==> src/rtl/accel_pkg.sv <==
// Shared accelerator definitions: SRAM instruction codes, job state encoding
// and default image geometry used by every accelerator job.
package accel_pkg;

    localparam logic [7:0] INST_NOP   = 8'd0;
    localparam logic [7:0] INST_WRITE = 8'd2;
    localparam logic [7:0] INST_READ  = 8'd3;

    localparam int IMG_WIDTH_DEF  = 128;
    localparam int IMG_HEIGHT_DEF = 128;

    typedef enum logic [2:0] {
        ST_IDLE   = 3'd0,
        ST_SETUP  = 3'd1,
        ST_ISSUE  = 3'd2,
        ST_STREAM = 3'd3,
        ST_FINISH = 3'd4
    } state_e;

endpackage

==> src/rtl/mask_statistics_pkg.sv <==
// mask_statistics local definitions: flat state constants (legacy encoding) and
// centroid accumulator width used when MASK_STATISTICS_CENTROID_EN is defined.
package mask_statistics_pkg;

    import accel_pkg::*;

    localparam logic [2:0] S_IDLE   = ST_IDLE;
    localparam logic [2:0] S_SETUP  = ST_SETUP;
    localparam logic [2:0] S_ISSUE  = ST_ISSUE;
    localparam logic [2:0] S_STREAM = ST_STREAM;
    localparam logic [2:0] S_FINISH = ST_FINISH;

    // Holds 128 * sum(0..127) with one bit of headroom.
    localparam int SUM_W = 21;

endpackage

==> src/rtl/mask_statistics_if.sv <==
// Four-SRAM instruction/address/byte_length bundle with the bit-serial read path.
interface mask_statistics_if;

    // An SRAM sends one mask bit on mem_out[i] in every cycle io_valid[i] is high;
    // rw_done[i] is a single-cycle pulse ending its transfer and may coincide
    // with the last valid bit. There is no back-pressure on the stream.
    logic [7:0]  inst        [0:3];
    logic [23:0] address     [0:3];
    logic [23:0] byte_length [0:3];
    logic [3:0]  mem_out;
    logic [3:0]  io_valid;
    logic [3:0]  rw_done;

    modport master (
        output inst, address, byte_length,
        input  mem_out, io_valid, rw_done
    );

    modport slave (
        input  inst, address, byte_length,
        output mem_out, io_valid, rw_done
    );

endinterface

==> src/rtl/pixel_position_counter.sv <==
// Raster position tracker for the mask stream: x wraps at the row width, then y
// advances; stops at a full image so overrun bits cannot wrap the counters.
module pixel_position_counter #(
    parameter  int IMG_WIDTH  = 128,
    parameter  int IMG_HEIGHT = 128,
    localparam int X_W        = $clog2(IMG_WIDTH),
    localparam int Y_W        = $clog2(IMG_HEIGHT),
    localparam int IMG_LENGTH = IMG_WIDTH * IMG_HEIGHT,
    localparam int CNT_W      = $clog2(IMG_LENGTH + 1)
) (
    input  logic             clk,
    input  logic             rst_n,
    input  logic             clear,
    input  logic             advance,
    output logic [X_W-1:0]   x,
    output logic [Y_W-1:0]   y,
    output logic [CNT_W-1:0] bit_count,
    output logic             full
);

    assign full = (bit_count == CNT_W'(IMG_LENGTH));

    always_ff @(posedge clk) begin
        if (!rst_n || clear) begin
            x         <= '0;
            y         <= '0;
            bit_count <= '0;
        end else if (advance && !full) begin
            bit_count <= bit_count + 1'b1;
            if (x == X_W'(IMG_WIDTH - 1)) begin
                x <= '0;
                y <= y + 1'b1;
            end else begin
                x <= x + 1'b1;
            end
        end
    end

endmodule

==> src/rtl/mask_statistics.sv <==
// Foreground-mask statistics job: reads the mask from one SRAM and reports pixel
// count and bounding box. Defining MASK_STATISTICS_CENTROID_EN adds sum_x/sum_y.
module mask_statistics
    import accel_pkg::*;
    import mask_statistics_pkg::*;
#(
    parameter  int IMG_WIDTH  = IMG_WIDTH_DEF,
    parameter  int IMG_HEIGHT = IMG_HEIGHT_DEF,
    localparam int X_W        = $clog2(IMG_WIDTH),
    localparam int Y_W        = $clog2(IMG_HEIGHT),
    localparam int IMG_LENGTH = IMG_WIDTH * IMG_HEIGHT,
    localparam int CNT_W      = $clog2(IMG_LENGTH + 1)
) (
    input  logic                 clk,
    input  logic                 rst_n,
    input  logic [1:0]           sram_select_in,
    input  logic [23:0]          inst_address,
    mask_statistics_if.master    sram,
    input  logic                 execute,
    output logic                 job_done,
    output logic [CNT_W-1:0]     fg_count,
    output logic [X_W-1:0]       min_x,
    output logic [X_W-1:0]       max_x,
    output logic [Y_W-1:0]       min_y,
    output logic [Y_W-1:0]       max_y,
    output logic                 bbox_valid,
    output logic                 short_read,
`ifdef MASK_STATISTICS_CENTROID_EN
    output logic [SUM_W-1:0]     sum_x,
    output logic [SUM_W-1:0]     sum_y,
`endif
    output logic [2:0]           dbg_state
);

    logic [2:0]       state;
    logic [1:0]       sel;
    logic [X_W-1:0]   min_x_q, max_x_q, cur_x;
    logic [Y_W-1:0]   min_y_q, max_y_q, cur_y;
    logic [CNT_W-1:0] bit_count;
    logic             full;
    logic             pos_clear;
    logic             bit_take;
    logic             bit_fg;
    logic [CNT_W:0]   bits_seen;

    assign pos_clear = (state == S_IDLE) && execute;
    assign bit_take  = (state == S_STREAM) && sram.io_valid[sel] && !full;
    assign bit_fg    = bit_take && sram.mem_out[sel];
    // Bits received including one arriving alongside rw_done.
    assign bits_seen = {1'b0, bit_count} + (CNT_W+1)'(bit_take);

    pixel_position_counter #(
        .IMG_WIDTH  (IMG_WIDTH),
        .IMG_HEIGHT (IMG_HEIGHT)
    ) u_pos (
        .clk       (clk),
        .rst_n     (rst_n),
        .clear     (pos_clear),
        .advance   (bit_take),
        .x         (cur_x),
        .y         (cur_y),
        .bit_count (bit_count),
        .full      (full)
    );

    always_ff @(posedge clk) begin
        if (!rst_n) begin
            state      <= S_IDLE;
            sel        <= '0;
            job_done   <= 1'b0;
            fg_count   <= '0;
            bbox_valid <= 1'b0;
            short_read <= 1'b0;
            min_x_q    <= '0;
            max_x_q    <= '0;
            min_y_q    <= '0;
            max_y_q    <= '0;
`ifdef MASK_STATISTICS_CENTROID_EN
            sum_x      <= '0;
            sum_y      <= '0;
`endif
            for (int i = 0; i < 4; i++) begin
                sram.inst[i]        <= INST_NOP;
                sram.address[i]     <= '0;
                sram.byte_length[i] <= '0;
            end
        end else begin
            job_done <= 1'b0;
            case (state)
                S_IDLE: begin
                    if (execute) begin
                        sel        <= sram_select_in;
                        fg_count   <= '0;
                        bbox_valid <= 1'b0;
                        short_read <= 1'b0;
                        min_x_q    <= '1;
                        min_y_q    <= '1;
                        max_x_q    <= '0;
                        max_y_q    <= '0;
`ifdef MASK_STATISTICS_CENTROID_EN
                        sum_x      <= '0;
                        sum_y      <= '0;
`endif
                        sram.address[sram_select_in]     <= inst_address;
                        sram.byte_length[sram_select_in] <= 24'(IMG_LENGTH / 8);
                        state <= S_SETUP;
                    end
                end
                S_SETUP: begin
                    sram.inst[sel] <= INST_READ;
                    state          <= S_ISSUE;
                end
                S_ISSUE: begin
                    sram.inst[sel] <= INST_NOP;
                    state          <= S_STREAM;
                end
                S_STREAM: begin
                    if (bit_fg) begin
                        fg_count   <= fg_count + 1'b1;
                        bbox_valid <= 1'b1;
                        if (cur_x < min_x_q) min_x_q <= cur_x;
                        if (cur_x > max_x_q) max_x_q <= cur_x;
                        if (cur_y < min_y_q) min_y_q <= cur_y;
                        if (cur_y > max_y_q) max_y_q <= cur_y;
`ifdef MASK_STATISTICS_CENTROID_EN
                        sum_x <= sum_x + SUM_W'(cur_x);
                        sum_y <= sum_y + SUM_W'(cur_y);
`endif
                    end
                    if (sram.rw_done[sel]) begin
                        short_read <= (bits_seen < (CNT_W+1)'(IMG_LENGTH));
                        job_done   <= 1'b1;
                        state      <= S_FINISH;
                    end
                end
                S_FINISH: begin
                    for (int i = 0; i < 4; i++) begin
                        sram.address[i]     <= '0;
                        sram.byte_length[i] <= '0;
                    end
                    state <= S_IDLE;
                end
                default: state <= S_IDLE;
            endcase
        end
    end

    // The min registers start at all-ones, so hide them until a pixel is seen.
    assign min_x     = bbox_valid ? min_x_q : '0;
    assign max_x     = bbox_valid ? max_x_q : '0;
    assign min_y     = bbox_valid ? min_y_q : '0;
    assign max_y     = bbox_valid ? max_y_q : '0;
    assign dbg_state = state;

endmodule

==> src/flat_wrapper.sv <==
// flat-port wrapper written by rule: the top's interface ports become plain ports
module mask_statistics_flat import accel_pkg::*; import mask_statistics_pkg::*;
#(
    parameter  int IMG_WIDTH  = IMG_WIDTH_DEF,
    parameter  int IMG_HEIGHT = IMG_HEIGHT_DEF,
    localparam int X_W        = $clog2(IMG_WIDTH),
    localparam int Y_W        = $clog2(IMG_HEIGHT),
    localparam int IMG_LENGTH = IMG_WIDTH * IMG_HEIGHT,
    localparam int CNT_W      = $clog2(IMG_LENGTH + 1)
)
  (clk, rst_n, sram_select_in, inst_address, execute, job_done, fg_count, min_x, max_x, min_y, max_y, bbox_valid, short_read, dbg_state, sram_inst, sram_address, sram_byte_length, sram_mem_out, sram_io_valid, sram_rw_done);
  mask_statistics_if sram_i ();
  input  logic clk;
  input  logic rst_n;
  input  logic [1:0] sram_select_in;
  input  logic [23:0] inst_address;
  input  logic execute;
  output logic job_done;
  output logic [CNT_W-1:0] fg_count;
  output logic [X_W-1:0] min_x;
  output logic [X_W-1:0] max_x;
  output logic [Y_W-1:0] min_y;
  output logic [Y_W-1:0] max_y;
  output logic bbox_valid;
  output logic short_read;
  output logic [2:0] dbg_state;
  output wire logic [$bits(sram_i.inst)-1:0] sram_inst;
  output wire logic [$bits(sram_i.address)-1:0] sram_address;
  output wire logic [$bits(sram_i.byte_length)-1:0] sram_byte_length;
  input wire logic [$bits(sram_i.mem_out)-1:0] sram_mem_out;
  input wire logic [$bits(sram_i.io_valid)-1:0] sram_io_valid;
  input wire logic [$bits(sram_i.rw_done)-1:0] sram_rw_done;
  assign sram_inst = {>>{sram_i.inst}};
  assign sram_address = {>>{sram_i.address}};
  assign sram_byte_length = {>>{sram_i.byte_length}};
  assign sram_i.mem_out = sram_mem_out;
  assign sram_i.io_valid = sram_io_valid;
  assign sram_i.rw_done = sram_rw_done;
  mask_statistics #(.IMG_WIDTH(IMG_WIDTH), .IMG_HEIGHT(IMG_HEIGHT)) u_core (.clk(clk), .rst_n(rst_n), .sram_select_in(sram_select_in), .inst_address(inst_address), .sram(sram_i), .execute(execute), .job_done(job_done), .fg_count(fg_count), .min_x(min_x), .max_x(max_x), .min_y(min_y), .max_y(max_y), .bbox_valid(bbox_valid), .short_read(short_read), .dbg_state(dbg_state));
endmodule
==> config.mk <==
export PLATFORM = sky130hd
export DESIGN_NAME = mask_statistics_flat
export DESIGN_NICKNAME = d
export VERILOG_FILES = /design/src/rtl/accel_pkg.sv /design/src/rtl/mask_statistics_pkg.sv /design/src/rtl/mask_statistics_if.sv /design/src/rtl/pixel_position_counter.sv /design/src/rtl/mask_statistics.sv /design/src/flat_wrapper.sv
export SDC_FILE = /design/constraint.sdc
export NUM_CORES = 1
export LEC_CHECK = 0
export CAP_MARGIN = 30
export CORE_ASPECT_RATIO = 1.1
export CORE_UTILIZATION = 25
export DETAILED_ROUTE_END_ITERATION = 16
export HOLD_SLACK_MARGIN = 0.15
export PLACE_DENSITY_LB_ADDON = 0.3
export RECOVER_POWER = 25
export SLEW_MARGIN = 10
export SYNTH_ARGS = -nofsm -noshare
export SYNTH_HDL_FRONTEND = slang
export SYNTH_SLANG_ARGS = --single-unit
==> constraint.sdc <==
create_clock -name clk -period 3.1 [get_ports clk]
set_clock_uncertainty 0.2 [all_clocks]
set_input_delay 0.31 -clock clk [delete_from_list [all_inputs] [get_ports clk]]
set_output_delay 0.31 -clock clk [all_outputs]
set_load 0.01 [all_outputs]
==> results of run 1 <==
[layer usage]
metal  share of wire  track usage  vias up
met4           0.025      0.04996        0
met3           0.087      0.06226       62
li1                -            -     4911
met2            0.47       0.2607      269
met1            0.42       0.1807     4712
met5               0            0        -
[power by group through the flow]
stage | logic [mW] | clock network, mW | registers [mW]
2_1_floorplan | 0.341 | 0 | 4.09
3_3_place_gp | 0.717 | 0 | 4.08
3_5_place_dp | 0.723 | 0 | 4.08
4_1_cts | 0.727 | 4.14 | 3.99
5_1_grt | 0.782 | 4.27 | 4.00
6_report | 0.714 | 4.00 | 3.99
[worst min-delay path: stages]
cell and delay (ns):
clkdlybuf4s50_1 0.46, nand2_1 0.08, a21oi_1 0.05
[per-stage QoR]
| step | power, mW | cell area, µm² |
|---|---|---|
| 3_3_place_gp | 4.794 | 15040 |
| 6_report | 8.704 | 16180 |
| 5_1_grt | 9.058 | 16180 |
| 2_1_floorplan | 4.427 | 11200 |
| 4_1_cts | 8.866 | 16170 |
| 3_5_place_dp | 4.801 | 15040 |
[Yosys cell counts (all sizes together), types with 3 or more instances]
cell type / instances
a211oi: 7
a21o: 4
a21oi: 130
a221oi: 8
a31oi: 10
and2: 32
and3: 97
and4: 5
buf: 18
clkbuf: 65
dfxtp: 300
ha: 31
inv: 46
mux2i: 18
mux4: 3
nand2: 236
nand3: 43
nand4: 10
nor2: 70
nor2b: 3
nor3: 3
nor4: 10
o21ai: 20
o221a: 7
o22ai: 3
o31ai: 8
or2: 3
or3: 19
or4: 9
xnor2: 13
[state kept, by name (all words and copies together) (netlist names), named ones only]
register / cells
u_core.sram.address: 96
u_core.sram.byte_length: 96
u_core.sram.inst: 24
u_core.fg_count: 15
u_core.u_pos.bit_count: 15
u_core.max_x_q: 7
u_core.max_y_q: 7
u_core.min_x_q: 7
u_core.min_y_q: 7
u_core.u_pos.x: 7
u_core.u_pos.y: 7
u_core.dbg_state: 3
u_core.sel: 2
u_core.bbox_valid: 1
u_core.job_done: 1
u_core.short_read: 1
[kinds of logic after synthesis]
logic type	share of synthesized area
mux	0.02245
flops	0.5360
fa+ha+maj	0.03462
compound gates	0.1117
simple gates	0.2366
buf+inv	0.04690
xor+xnor	0.01173
[final timing paths]
kind | end | slack, ns | depth (start not counted)
max | u_core.min_x_q[2]$_SDFFE_PN0P_ | 0.14 | 7
min | u_core.sram.address[35]$_SDFFE_PN0P_ | 0.22 | 3
max reg2reg | u_core.min_x_q[2]$_SDFFE_PN0P_ | 0.14 | 7
min reg2reg | u_core.sram.address[39]$_SDFFE_PN0P_ | 0.25 | 2
[what timing repair did]
action	in CTS	in global routing
resized for setup	0	0
hold buffers	1	0
buffers inserted	0	0
endpoints found under the hold margin	15	0
[final cells by class]
type                    instances  area, µm²  area share
clock inverters                12      93.84    0.005801
clock buffers                  48       1027     0.06351
multi-input cells             826       4708      0.2911
inverters                      47      176.4     0.01091
flip-flops and latches        300       6006      0.3713
well taps                     574      718.2     0.04440
repair buffers                352       3446      0.2130
==> results.sh, run 1 <==
export IMPL_status="complete, no violations"
export IMPL_area_delta_synth_final_pct=44.37
export IMPL_worstPathArrival_ns=3.12
export IMPL_routed_via_density=4.610
export IMPL_clkTransAtPathRegs_ns=0.07
export IMPL_stdcell_count=2159
export IMPL_drv_slew=0
export IMPL_numCtsBuffers=35
export IMPL_syn_inst=1256
export IMPL_max_stage_delay_ns=0.95
export IMPL_crit_path_cell_trace="inv_1 -> ha_1 -> nor4b_1 -> nand4_1 -> nand3_1 -> a211oi_1 -> a221oi_1"
export IMPL_pwr_share_clk=0.459
export IMPL_hold_start="inst_address[11]"
export IMPL_place_ws_ns=0.1633
export IMPL_ys_seq_elements=300
export IMPL_initial_core_util=0.2561
export IMPL_wire_per_inst_um=16.80
export IMPL_layout_common_cells="300 x dfxtp_1, 235 x nand2_1, 199 x clkdlybuf4s50_1, 129 x a21oi_1, 114 x dlygate4sd3_1"
export IMPL_synthTopCellsByArea="dfxtp_1 54%, nand2_1 7.9%, a21oi_1 5.8%"
export IMPL_cp_end_kind="flop"
export IMPL_seq_power_share=0.459
export IMPL_grt_overflow=0
export IMPL_r2r_start="u_core.u_pos.bit_count[0]$_SDFFE_PP0P_"
export IMPL_worstSetupStartpointType="flop"
export IMPL_utilization=0.3698
export IMPL_setup_ws_ns=0.1448
export IMPL_insertion_delay_ns=0.54
export IMPL_report_final_setup_viol=0
export IMPL_hold_path_class="in2reg"
export IMPL_p_leak_nw=6.436
export IMPL_clk_path_buf_depth=3
export IMPL_hold_viol_final=0
export IMPL_dieHeight_um=224.0
export IMPL_path_class="reg2reg"
export IMPL_antenna_found_initial=0
export IMPL_ys_seq_area_frac=0.5360
export IMPL_synth_cell_types=57
export IMPL_p_per_area_mw_per_mm2=538.1
export IMPL_die_x_um=203.9
export IMPL_power_switching_mw=2.142
export IMPL_n_antenna_cell=0
export IMPL_dp_cells=2097
export IMPL_rows=80
export IMPL_detail_route_antenna_nets=0
export IMPL_holdWs_ns=0.2158
export IMPL_synthArstFlopShare=0
export IMPL_path_buf_inv=1
export IMPL_cts_sinks=300
export IMPL_synth_top_area_share=0.5360
export IMPL_syn_area_mm2=0.01120
export IMPL_period_share=0.9533
export IMPL_drive_above_1_share=0.07129
export IMPL_power_switching_share=0.2461
export IMPL_drtIter0Drc=393
export IMPL_n_fill_cell=4362
export IMPL_layout_commonest_cell="dfxtp_1"
export IMPL_cts_root_buf="clkbuf_16"
export IMPL_ir_drop_mv=0.3441
export IMPL_synth_edff_count=0
export IMPL_cts_tree="yes"
export IMPL_intPower_mw=6.562
export IMPL_synth_flop_cell="dfxtp_1"
export IMPL_core_mm2=0.04374
export IMPL_ioPinCount=314
export IMPL_die_area_mm2=0.04567
export IMPL_gp_congestion=0.8394
export IMPL_startpoint="u_core.u_pos.bit_count[0]$_SDFFE_PP0P_"
export IMPL_grt_use_total=0.1561
export IMPL_yosysTopAreaCell="dfxtp_1"
export IMPL_drc_errors=0
export IMPL_rsz0062_at_grt="false"
export IMPL_crit_required_ns=3.26
export IMPL_ctsHtreeMaxLevel=2
export IMPL_yosys_warnings=0
export IMPL_finalNetCount=1634
export IMPL_cap_violations=0
export IMPL_grt_pass1_vias=9738
export IMPL_grt_first_pass_wirelength_um=56020
export IMPL_maxSlewHeadroom=0.3051
export IMPL_slowest_stage="a211oi_1"
export IMPL_fmax_mhz=338.4
export IMPL_firstDrtPassIters=5
export IMPL_port_buffers=313
export IMPL_p_comb_frac=0.082
export IMPL_worst_slew_pin_slew_ns=1.036
export IMPL_dpl_hpwl_um=25670
export IMPL_vias=9954
export IMPL_cp_top_family="compound AO/OA/AOI/OAI gates"
export IMPL_syn_num_nets=1328
export IMPL_routed_wirelength_um=36270
export IMPL_finalCriticalPeriod_ns=2.955
export IMPL_synth_avg_cell_area_um2=8.921
export IMPL_grt_max_degree=66
export IMPL_tns_ns=0
export IMPL_critPathMaxFanout=7
Power figures use the tool's default switching activity.
==> inputs of run 2 (changes only) <==
- ABC_AREA: unset -> 1
- SETUP_SLACK_MARGIN: unset -> 0.05
==> results.sh, run 2 <==
export IMPL_routed_wirelength_um=37750
export IMPL_finalCriticalPeriod_ns=2.762
export IMPL_yosysTopAreaCell="dfxtp_1"
export IMPL_synthTopCellsByArea="dfxtp_1 51%, nand2_1 13%, nor2_1 6.9%"
export IMPL_firstDrtPassIters=5
export IMPL_numCtsBuffers=35
export IMPL_ctsHtreeMaxLevel=2
export IMPL_synth_most_common_cell="nand2_1"
export IMPL_post_cts_buffers=0
export IMPL_synthArstFlopShare=0
export IMPL_rsz0062_at_grt="false"
export IMPL_drv_slew=0
export IMPL_clk_path_buf_depth=3
export IMPL_core_mm2=0.04663
export IMPL_die_x_um=209.0
export IMPL_dpl_hpwl_um=26820
export IMPL_detail_route_antenna_nets=0
export IMPL_worstPathArrival_ns=2.25
export IMPL_max_stage_delay_ns=0.73
export IMPL_die_area_mm2=0.04802
export IMPL_rows=83
export IMPL_synthAdderAreaFrac=0.03291
export IMPL_grt_first_pass_wirelength_um=59150
export IMPL_wire_per_inst_um=15.33
export IMPL_synth_cell_types=37
export IMPL_syn_num_nets=1617
export IMPL_crit_path_cell_trace="buf_4 -> nand2_1 -> inv_1 -> clkdlybuf4s50_1"
export IMPL_synth_flop_cell="dfxtp_1"
export IMPL_grt_overflow=0
export IMPL_maxSlewHeadroom=0.4204
export IMPL_synthTopCellsByCount="423 x nand2_1, 300 x dfxtp_1, 216 x nor2_1, 138 x inv_1, 130 x a21oi_1"
export IMPL_synthSimpleGateAreaFrac=0.2774
export IMPL_status="complete, no violations"
export IMPL_syn_area_mm2=0.01179
export IMPL_grt_use_total=0.1553
export IMPL_cp_end_kind="primary output"
export IMPL_report_final_setup_viol=0
export IMPL_dieHeight_um=229.7
export IMPL_hold_path_class="in2reg"
export IMPL_syn_inst=1545
export IMPL_fmax_mhz=362.0
export IMPL_vias=10920
export IMPL_synth_top_area_share=0.5095
export IMPL_insertion_delay_ns=0.54
export IMPL_yosys_warnings=0
export IMPL_path_class="reg2out"
export IMPL_synthXorXnorAreaFrac=0.007430
export IMPL_clkTransAtPathRegs_ns=0.05
export IMPL_grt_pass1_vias=10570
export IMPL_layout_common_cells="424 x nand2_1, 300 x dfxtp_1, 214 x nor2_1, 183 x clkdlybuf4s50_1, 138 x inv_1"
export IMPL_layout_commonest_cell="nand2_1"
export IMPL_ys_seq_elements=300
export IMPL_grt_max_degree=73
export IMPL_cp_top_family="buffers and inverters"
export IMPL_critPathMaxFanout=17
export IMPL_p_per_area_mw_per_mm2=551.9
export IMPL_p_leak_nw=6.913
export IMPL_drtIter0Drc=435
export IMPL_synth_compound_area_share=0.09850
export IMPL_ioPinCount=314
export IMPL_finalNetCount=1915
export IMPL_synth_top_family_by_area="simple AND/OR/NAND/NOR gates"
export IMPL_gp_congestion=0.8439
export IMPL_holdWs_ns=0.1860
export IMPL_slowest_stage="dfxtp_1"
export IMPL_hold_viol_final=0
export IMPL_synth_avg_cell_area_um2=7.629
export IMPL_crit_required_ns=2.59
export IMPL_period_share=0.8910
export IMPL_drc_errors=0
export IMPL_path_buf_inv=3
export IMPL_cts_sinks=300
export IMPL_tns_ns=0
export IMPL_synth_edff_count=0
export IMPL_ir_drop_mv=0.3948
export IMPL_drive_above_1_share=0.05249
export IMPL_initial_core_util=0.2528
export IMPL_top_regs="u_core.sram.address: 96 flops, u_core.sram.byte_length: 96 flops, u_core.sram.inst: 24 flops"
export IMPL_cap_violations=0
export IMPL_cts_tree="yes"
export IMPL_antenna_found_initial=1
export IMPL_worst_slew_pin_slew_ns=0.8694
export IMPL_worstSetupStartpointType="flop"
export IMPL_muxShareOfSynthArea=0
export IMPL_routed_via_density=4.434
export IMPL_area_delta_synth_final_pct=41.52
export IMPL_port_buffers=313
export IMPL_ys_seq_area_frac=0.5095
export IMPL_cts_root_buf="clkbuf_16"
-- run 2: changes by cell type after synthesis, moves of 19 or more --
cell      change
nand2_1     +187
nor2_1      +146
and3_1       -97
inv_1        +93
and2_1       -32
nor3b_1      +27
a211oi_1     +24
clkbuf_1     -22
or3_1        -19
-- run 2: worst paths after layout --
check,slack [ns],to,cells after the start,start
worst max register to register,0.45,u_core.min_x_q[5]$_SDFFE_PN0P_,12,u_core.sel[0]$_SDFFE_PN0P_
worst max-delay path,0.34,max_x[1],4,u_core.bbox_valid$_SDFFE_PN0P_
worst min register to register,0.23,u_core.sram.inst[26]$_SDFFE_PN0N_,2,u_core.sram.inst[26]$_SDFFE_PN0N_
worst min-delay path,0.19,u_core.sram.address[76]$_SDFFE_PN0P_,3,inst_address[4]
-- run 2: cell families after synthesis --
group / Yosys count
DFF: 300
buffers and inverters: 219
and+or+nand+nor: 777
adders and majority gates: 31
xor gates and xnor gates: 10
AOI/OAI and AO/OA: 208
-- run 2: area by class of cell --
class | count | area, µm²
clock buffer | 55 | 1032
sequential | 300 | 6006
clock inverter | 6 | 70.07
tap | 595 | 744.5
timing repair buffer | 335 | 3349
inverter | 145 | 546.8
fill | 4806 | 29950
antenna | 1 | 2.502
multi-input combinational | 1026 | 4931
-- run 2: what timing repair did --
item | 4_1_cts | 5_1_grt
hold buffers | 1 | 0
endpoints found under the setup margin | 0 | 0
endpoints found under the hold margin | 22 | 0
resized for setup | 0 | 0
-- run 2: through the flow --
stage | power, mW | setup slack, ns | cell area, µm² | utilization | instances
finish | 9.207 | 0.3379 | 16680 | 0.3578 | 2463
global route | 9.639 | 0.1851 | 16680 | 0.3578 | 2463
CTS | 9.373 | 0.2807 | 16650 | 0.3571 | 2460
detailed placement | 5.317 | 0.3985 | 15540 | 0.3332 | 2398
global placement | 5.291 | 0.4270 | 15510 | 0.3327 | 2397
floorplan | 4.805 | 1.068 | 11790 | - | 1545
-- run 2: layer usage --
layer / GRT usage / wire length (µm) / vias to the layer above
met5: 0 / 0 / -
met1: 0.1853 / 16300 / 5062
met3: 0.05326 / 2996 / 55
met4: 0.06227 / 1038 / 0
li1: - / - / 5519
met2: 0.2545 / 17410 / 286
-- run 2: power by group --
| part | total [mW] | internal [mW] | leakage (nW) | switching [mW] |
|---|---|---|---|---|
| combinational | 1.12 | 0.415 | 3.95 | 0.700 |
| clock | 3.99 | 2.37 | 0.539 | 1.62 |
| sequential | 4.10 | 3.99 | 2.43 | 0.110 |
| total | 9.21 | 6.77 | 6.91 | 2.43 |
-- run 2: worst reg2reg max path, stage by stage, from the launching register on --
cell     delay [ns]
dfxtp_1        0.45
inv_1          0.27
nand2_1        0.09
nand2_1        0.08
nand2_1        0.05
nand2_1        0.12
nand2_2        0.11
nor2_8         0.19
nand2_4        0.09
a21oi_4        0.39
nand2_1        0.27
nand2_1        0.13
a21oi_1        0.06
